==> config.mk <==
export PLATFORM = sky130hd
export DESIGN_NAME = sqr
export DESIGN_NICKNAME = d
export VERILOG_FILES = /design/src/rtl/vae_fixed_pkg.sv /design/src/rtl/sqr.sv
export SDC_FILE = /design/constraint.sdc
export NUM_CORES = 1
export LEC_CHECK = 0
export CORE_AREA = 5 5 126 128
export DETAILED_ROUTE_END_ITERATION = 16
export DIE_AREA = 0 0 131 133
export PLACE_DENSITY_LB_ADDON = 0.25
export SLEW_MARGIN = 20
export SYNTH_ARGS = -nofsm -noshare
export SYNTH_HDL_FRONTEND = slang
export SYNTH_SLANG_ARGS = --single-unit
==> constraint.sdc <==
create_clock -name clk -period 4.7 [get_ports clk]
set_clock_uncertainty 0.05 [all_clocks]
set_input_delay 0.94 -clock clk [delete_from_list [all_inputs] [get_ports clk]]
set_output_delay 0.94 -clock clk [all_outputs]
set_load 0.01 [all_outputs]
==> src/rtl/vae_fixed_pkg.sv <==
// Shared fixed-point definitions for the VAE level-1 datapath (sqr/sqrt pair).
// Holds the Q-format defaults and the start/busy/valid handshake state encoding.
package vae_fixed_pkg;

  localparam int DEF_WIDTH = 16;
  localparam int DEF_FBITS = 8;

  // Integer value of 1.0 in the default Q format
  localparam int Q_ONE = 1 << DEF_FBITS;

  typedef logic [1:0] state_t;

  localparam state_t ST_IDLE = 2'd0;
  localparam state_t ST_CALC = 2'd1;
  localparam state_t ST_DONE = 2'd2;

endpackage

==> src/rtl/sqr.sv <==
// Sequential fixed-point squarer: iterative shift-add, one operand bit per cycle,
// saturating to all-ones when the square exceeds the Q-format range.
module sqr
  import vae_fixed_pkg::*;
#(
  parameter int WIDTH = DEF_WIDTH,
  parameter int FBITS = DEF_FBITS
) (
  input  logic             clk,
  input  logic             rst,
  input  logic             start,
  input  logic [WIDTH-1:0] x,
  output logic             busy,
  output logic             valid,
  output logic [WIDTH-1:0] sq,
  output logic             ovf
);

  localparam int CW = (WIDTH > 1) ? $clog2(WIDTH) : 1;
  localparam int PW = 2 * WIDTH;

  state_t           state_q, state_d;
  logic [CW-1:0]    cnt_q, cnt_d;
  logic [PW-1:0]    mcand_q, mcand_d;
  logic [WIDTH-1:0] mplier_q, mplier_d;
  logic [PW-1:0]    acc_q, acc_d;
  logic [WIDTH-1:0] sq_q, sq_d;
  logic             ovf_q, ovf_d;

  logic [PW-1:0]    addend;
  logic [PW-1:0]    accSum;
  logic             lastIter;
  logic             prodOvf;

  // The multiplicand shifts left each cycle, so it always carries the weight
  // of the multiplier bit currently at the LSB.
  assign addend   = mplier_q[0] ? mcand_q : '0;
  assign accSum   = acc_q + addend;
  assign lastIter = (cnt_q == CW'(WIDTH - 1));
  assign prodOvf  = |accSum[PW-1:WIDTH+FBITS];

  always_comb begin
    state_d  = state_q;
    cnt_d    = cnt_q;
    mcand_d  = mcand_q;
    mplier_d = mplier_q;
    acc_d    = acc_q;
    sq_d     = sq_q;
    ovf_d    = ovf_q;
    case (state_q)
      ST_IDLE, ST_DONE: begin
        if (start) begin
          state_d  = ST_CALC;
          cnt_d    = '0;
          mcand_d  = {{WIDTH{1'b0}}, x};
          mplier_d = x;
          acc_d    = '0;
        end else begin
          state_d = ST_IDLE;
        end
      end
      ST_CALC: begin
        acc_d    = accSum;
        mcand_d  = mcand_q << 1;
        mplier_d = mplier_q >> 1;
        cnt_d    = cnt_q + 1'b1;
        if (lastIter) begin
          state_d = ST_DONE;
          ovf_d   = prodOvf;
          sq_d    = prodOvf ? '1 : accSum[WIDTH+FBITS-1:FBITS];
        end
      end
      default: state_d = ST_IDLE;
    endcase
  end

  always_ff @(posedge clk) begin
    if (rst) begin
      state_q  <= ST_IDLE;
      cnt_q    <= '0;
      mcand_q  <= '0;
      mplier_q <= '0;
      acc_q    <= '0;
      sq_q     <= '0;
      ovf_q    <= 1'b0;
    end else begin
      state_q  <= state_d;
      cnt_q    <= cnt_d;
      mcand_q  <= mcand_d;
      mplier_q <= mplier_d;
      acc_q    <= acc_d;
      sq_q     <= sq_d;
      ovf_q    <= ovf_d;
    end
  end

  assign busy  = (state_q == ST_CALC);
  assign valid = (state_q == ST_DONE);
  assign sq    = sq_q;
  assign ovf   = ovf_q;

endmodule

==> impl_metrics.json, run 1 <==
{
  "outcome": "finished, final reports clean",
  "power_leakage_nw": 2.44,
  "grt_pass1_wl_um": 23900,
  "multi_input_area_sq_um": 3480,
  "firstDrtPassIters": 5,
  "numPortBuffers": 37,
  "seq_area_sq_um": 2060,
  "cp_top_family": "compound AO/OA/AOI/OAI gates",
  "start_util_pct": 39.0,
  "synth_warnings": 0,
  "finalSetupViolations": 0,
  "crit_type": "flip-flop to flip-flop",
  "syn_area_sq_um": 5760,
  "post_cts_buffers": 0,
  "top_layer_used": "met4",
  "slowest_delay_ps": 700,
  "tightest_slew_ps": 849,
  "finalPower_w": 0.00182,
  "timing.fmax_mhz": 264,
  "num_io_pins": 38,
  "cp-start-kind": "flip-flop",
  "gp_congestion": 0.878,
  "hold_buffers": 0,
  "critical_path.cell_chain": "and2_1, ha_1, inv_1, fa_1, nor2b_1, o2111ai_1, a21oi_1, a21oi_2, a21o_1, a21oi_1, xor2_2, nor4_4, buf_4, a211oi_1",
  "final_cell_area_sq_um": 6550,
  "clock_path_buffers": 2,
  "chipHeight_um": 133,
  "synth_cell_type_count": 68,
  "syn_area_per_cell_sq_um": 8.10,
  "async_flop_share_pct": 0,
  "dp_hpwl_um": 10200,
  "pre_cts_ws_ps": 922,
  "fin_nets": 773,
  "synth-edff-count": 0,
  "area_delta_synth_final_pct": 13.8,
  "fin_crit_ps": 3780,
  "seq_area_frac_synth_pct": 35.8,
  "dieArea_sq_um": 17400,
  "grt-ovfl-total": 0,
  "path_buf_inv": 2,
  "clock_latency_ps": 360,
  "reg2reg_depth": 14,
  "vias": 5060,
  "antenna_found_initial": 0,
  "diodes": 0,
  "power_density_nw_per_um2": 278,
  "wl_met3_um": 543,
  "synth_cells": 711,
  "h-tree-depth": 3,
  "drt_iter0_markers": 349,
  "cts_made_buffers": 9,
  "rows": 45,
  "via_per_inst": 5.54,
  "hp-class": "flip-flop to flip-flop",
  "path_max_fanout": 21,
  "cp_slowest_cell": "dfxtp_1",
  "remaining_drc_errors": 0,
  "met2_length_um": 6640,
  "synth_fp_nets": 763,
  "wl_per_cell_um": 15.6,
  "ys_seq_elements": 103,
  "placed_area_sq_um": 6250,
  "ant_nets": 0,
  "cp.required_ps": 4850,
  "clk_pin_slew_ps": 70,
  "n_fill_cell": 1475,
  "vdd_drop_max_mv": 0.168,
  "grt_max_degree": 81,
  "wirelength_um": 14200,
  "grt_pass1_vias": 4827,
  "fp.dieW_um": 131,
  "final_util_pct": 44.4,
  "rsz0062_at_grt": "no",
  "fin_crit_sh_pct": 80.4,
  "met1_length_um": 6750,
  "drv_cap": 0,
  "slew_violations": 0,
  "core-area_sq_um": 14800,
  "worst_slack_ps": 919,
  "cts.sinks": 103,
  "finalHoldViolations": 0,
  "cts_resized": 0,
  "drive_above_1_share_pct": 8.26,
  "timing.critical_path.arrival_ps": 3930,
  "ys.flop_type": "dfxtp_1",
  "crit_cells": 14,
  "crit_top_cell": "a21oi_1",
  "clockRootBuffer": "clkbuf_16",
  "setup_tns_ps": 0,
  "min_delay_path_depth": 2,
  "track_usage_pct": 16.8,
  "end_kind": "flip-flop",
  "cts_tree": "yes",
  "relSlewSlack_pct": 43.4
}
==> registers in the layout, summed over array words and instances (netlist names) <==
| register | flops |
|---|---|
| cnt_q | 4 |
| state_q | 2 |
| mplier_q | 16 |
| ovf | 1 |
| mcand_q | 32 |
| acc_q | 32 |
| sq | 16 |
==> per-stage QoR <==
step / instances / hold slack, ps
after floorplan: 711 / 387
after global placement: 898 / 397
after detailed placement: 898 / 404
after CTS: 914 / 415
after global routing: 914 / 445
final: 914 / 412
==> synth_stat cells (5+ instances only) <==
master	n	area, sq um
a211oi_1	7	52.6
a211oi_2	9	113
a21o_1	12	90.1
a21oi_1	54	270
a22oi_1	27	203
a31oi_1	32	200
and2_1	34	213
buf_2	7	35.0
clkbuf_1	34	128
dfxtp_1	103	2060
ha_1	32	400
inv_1	8	30.0
nand2_1	103	387
nand2b_1	6	37.5
nand3_1	10	50.1
nand3b_1	5	37.5
nor2_1	98	368
nor2b_1	6	37.5
nor3_1	5	25.0
o21ai_0	16	80.1
o21ai_1	5	25.0
xnor2_1	17	149
xor2_1	10	87.6
==> layout make-up <==
class / instances / share of cell area [%]
tap: 188 / 3.59
clock buffer: 12 / 3.76
sequential: 103 / 31.5
multi-input combinational: 553 / 53.1
inverter: 9 / 0.516
clock inverter: 4 / 0.821
timing repair buffer: 45 / 6.72
==> worst reg2reg max path, delay by kind of cell (launching register included) <==
| kind | cells | cell delay, ps |
|---|---|---|
| adder cells (fa/ha/maj) | 2 | 560 |
| buffers and inverters | 2 | 360 |
| XOR/XNOR | 1 | 130 |
| AO/OA/AOI/OAI | 6 | 1160 |
| AND/OR/NAND/NOR | 3 | 640 |
| flip-flops | 1 | 700 |
==> where the power goes <==
group | internal (W) | leakage [nW] | switching [W]
Combinational | 0.0000447 | 1.46 | 0.0000934
Clock | 0.000430 | 0.139 | 0.000340
Sequential | 0.000895 | 0.835 | 0.0000171
==> layout by cell type, fill, tap and decap left out, drive strengths merged, types with 4 or more instances in the layout <==
| cell | count |
|---|---|
| clkdlybuf4s50 | 36 |
| nor2b | 6 |
| nand3b | 5 |
| ha | 32 |
| nand3 | 10 |
| nand2 | 104 |
| nand4 | 5 |
| xnor2 | 17 |
| and3 | 4 |
| inv | 10 |
| nor3 | 8 |
| nand2b | 6 |
| a211oi | 16 |
| buf | 9 |
| nor2 | 98 |
| clkbuf | 12 |
| a21o | 12 |
| a22oi | 27 |
| a31o | 5 |
| a21oi | 58 |
| xor2 | 11 |
| a31oi | 32 |
| dfxtp | 103 |
| o21ai | 22 |
| and2 | 35 |
==> final timing paths <==
path	startpoint	end	slack [ps]
max reg2reg	mplier_q[0]$_SDFFE_PP0P_	sq[5]$_SDFFE_PP0P_	920
min reg2reg	mplier_q[15]$_SDFFE_PP0P_	mplier_q[15]$_SDFFE_PP0P_	410
min	mplier_q[15]$_SDFFE_PP0P_	mplier_q[15]$_SDFFE_PP0P_	410
max	mplier_q[0]$_SDFFE_PP0P_	sq[5]$_SDFFE_PP0P_	920
==> metal layers <==
metal / vias to the layer above / GRT usage [%]
met3: 19 / 2.50
met5: - / 0
li1: 2545 / -
met4: 0 / 6.57
met2: 104 / 26.8
met1: 2392 / 22.6
==> cell families (layout without fill, tap and decap cells) <==
group	Yosys count	in the layout	synth area share, %
fa+ha+maj	33	33	7.30
simple gates	289	289	23.4
mux	2	2	0.348
compound gates	201	201	24.8
xor+xnor	28	28	4.39
buf+inv	55	70	3.95
flops	103	103	35.8
(Power assumes the default switching activity.)
==> inputs of run 2 (changes only) <==
clock period = 3.9 ns   (was 4.7 ns; I/O delays follow)
==> impl_metrics.json, run 2 (synthesis gave the netlist of run 1 again) <==
{
  "core-area_sq_um": 14800,
  "remaining_drc_errors": 0,
  "diodes": 0,
  "end_kind": "flip-flop",
  "vias": 5026,
  "dieArea_sq_um": 17400,
  "via_per_inst": 5.49,
  "wirelength_um": 14600,
  "h-tree-depth": 3,
  "chipHeight_um": 133,
  "track_usage_pct": 17.3,
  "tightest_slew_ps": 802,
  "power_leakage_nw": 2.46,
  "pre_cts_ws_ps": 421,
  "outcome": "finished, final reports clean",
  "gp_congestion": 0.875,
  "drt_iter0_markers": 309,
  "worst_slack_ps": 416,
  "start_util_pct": 39.0,
  "grt_max_degree": 71,
  "cts_resized": 0,
  "finalSetupViolations": 0,
  "cts.sinks": 103,
  "placedCellCount": 900,
  "post_cts_buffers": 0,
  "cts_made_buffers": 9,
  "cts_tree": "yes",
  "finalHoldViolations": 0,
  "crit_type": "flip-flop to flip-flop",
  "antenna_found_initial": 0,
  "fin_nets": 775,
  "drive_above_1_share_pct": 8.65,
  "clockRootBuffer": "clkbuf_16",
  "timing.critical_path.arrival_ps": 3640,
  "slew_violations": 0,
  "vdd_drop_max_mv": 0.184,
  "rsz0062_at_grt": "no",
  "ant_nets": 0,
  "dp_hpwl_um": 10600,
  "rows": 45,
  "grt-ovfl-total": 0,
  "fin_crit_sh_pct": 89.3,
  "fin_crit_ps": 3480,
  "clock_latency_ps": 360,
  "wl_per_cell_um": 16.0,
  "hold_buffers": 0,
  "path_max_fanout": 22,
  "setup_tns_ps": 0,
  "power_density_nw_per_um2": 333,
  "reg_top3": "acc_q x32, mcand_q x32",
  "cp-start-kind": "flip-flop",
  "drv_cap": 0,
  "r2r_slack_ps": 420,
  "num_io_pins": 38,
  "numPortBuffers": 37,
  "firstDrtPassIters": 7,
  "fp.dieW_um": 131,
  "timing.fmax_mhz": 287,
  "cp.required_ps": 4050,
  "final_util_pct": 44.7,
  "clk_pin_slew_ps": 70,
  "grt_pass1_vias": 4895,
  "relSlewSlack_pct": 46.4,
  "final_cell_mix": "103 x nand2_1, 103 x dfxtp_1, 97 x nor2_1",
  "grt_pass1_wl_um": 24400,
  "area_delta_synth_final_pct": 14.4,
  "clock_path_buffers": 2,
  "final_cells": 916,
  "hp-class": "flip-flop to flip-flop"
}
==> run 2: cell count changes in the layout (fill, tap and decap cells not counted), sizes merged <==
cell,before,now
clkbuf,12,11
clkinvlp,2,1
buf,9,11
clkinv,0,2
==> run 2: layout make-up <==
| cell class | count | area [sq um] |
|---|---|---|
| flip-flops and latches | 103 | 2060 |
| well taps | 188 | 235 |
| multi-input cells | 553 | 3480 |
| clock buffers | 11 | 243 |
| repair buffers | 47 | 480 |
| fillers | 1493 | 8160 |
| inverters | 9 | 33.8 |
| clock inverters | 5 | 56.3 |
==> run 2: final timing paths <==
check / startpoint / cells past startpoint / end
min: mplier_q[15]$_SDFFE_PP0P_ / 2 / mplier_q[15]$_SDFFE_PP0P_
min reg2reg: mplier_q[15]$_SDFFE_PP0P_ / 2 / mplier_q[15]$_SDFFE_PP0P_
max reg2reg: mplier_q[0]$_SDFFE_PP0P_ / 13 / sq[15]$_SDFFE_PP0P_
max: mplier_q[0]$_SDFFE_PP0P_ / 13 / sq[15]$_SDFFE_PP0P_
==> run 2: stage by stage <==
step	instance area [sq um]	hold WS (ps)	total power, W
6_report	6590	407	0.00219
5_1_grt	6590	426	0.00228
4_1_cts	6590	408	0.00222
3_5_place_dp	6290	397	0.00129
3_3_place_gp	6290	397	0.00129
2_1_floorplan	5760	387	0.00123
==> run 2: worst max-delay path, cell delays in order, from the launching register on <==
cell,delay (ps)
dfxtp_1,310
buf_4,200
and2_1,180
ha_1,370
a21oi_1,230
o21ai_1,100
a41o_1,250
a21o_1,210
o31ai_4,240
mux2i_1,330
o2111ai_4,190
nor4_4,350
buf_12,210
a211oi_1,90
==> run 2: power by group <==
group,internal [W],switching [W]
Combinational,0.0000562,0.000118
Sequential,0.00108,0.0000171
Clock,0.000516,0.000408
==> run 2: layer usage <==
layer  vias to the layer above  GRT usage [%]  wire (um)
met2                        94           26.6       6770
met5                         -              0          0
met4                         0           6.23        284
met1                      2378           24.3       7050
met3                        17           2.54        534
li1                       2537              -          -
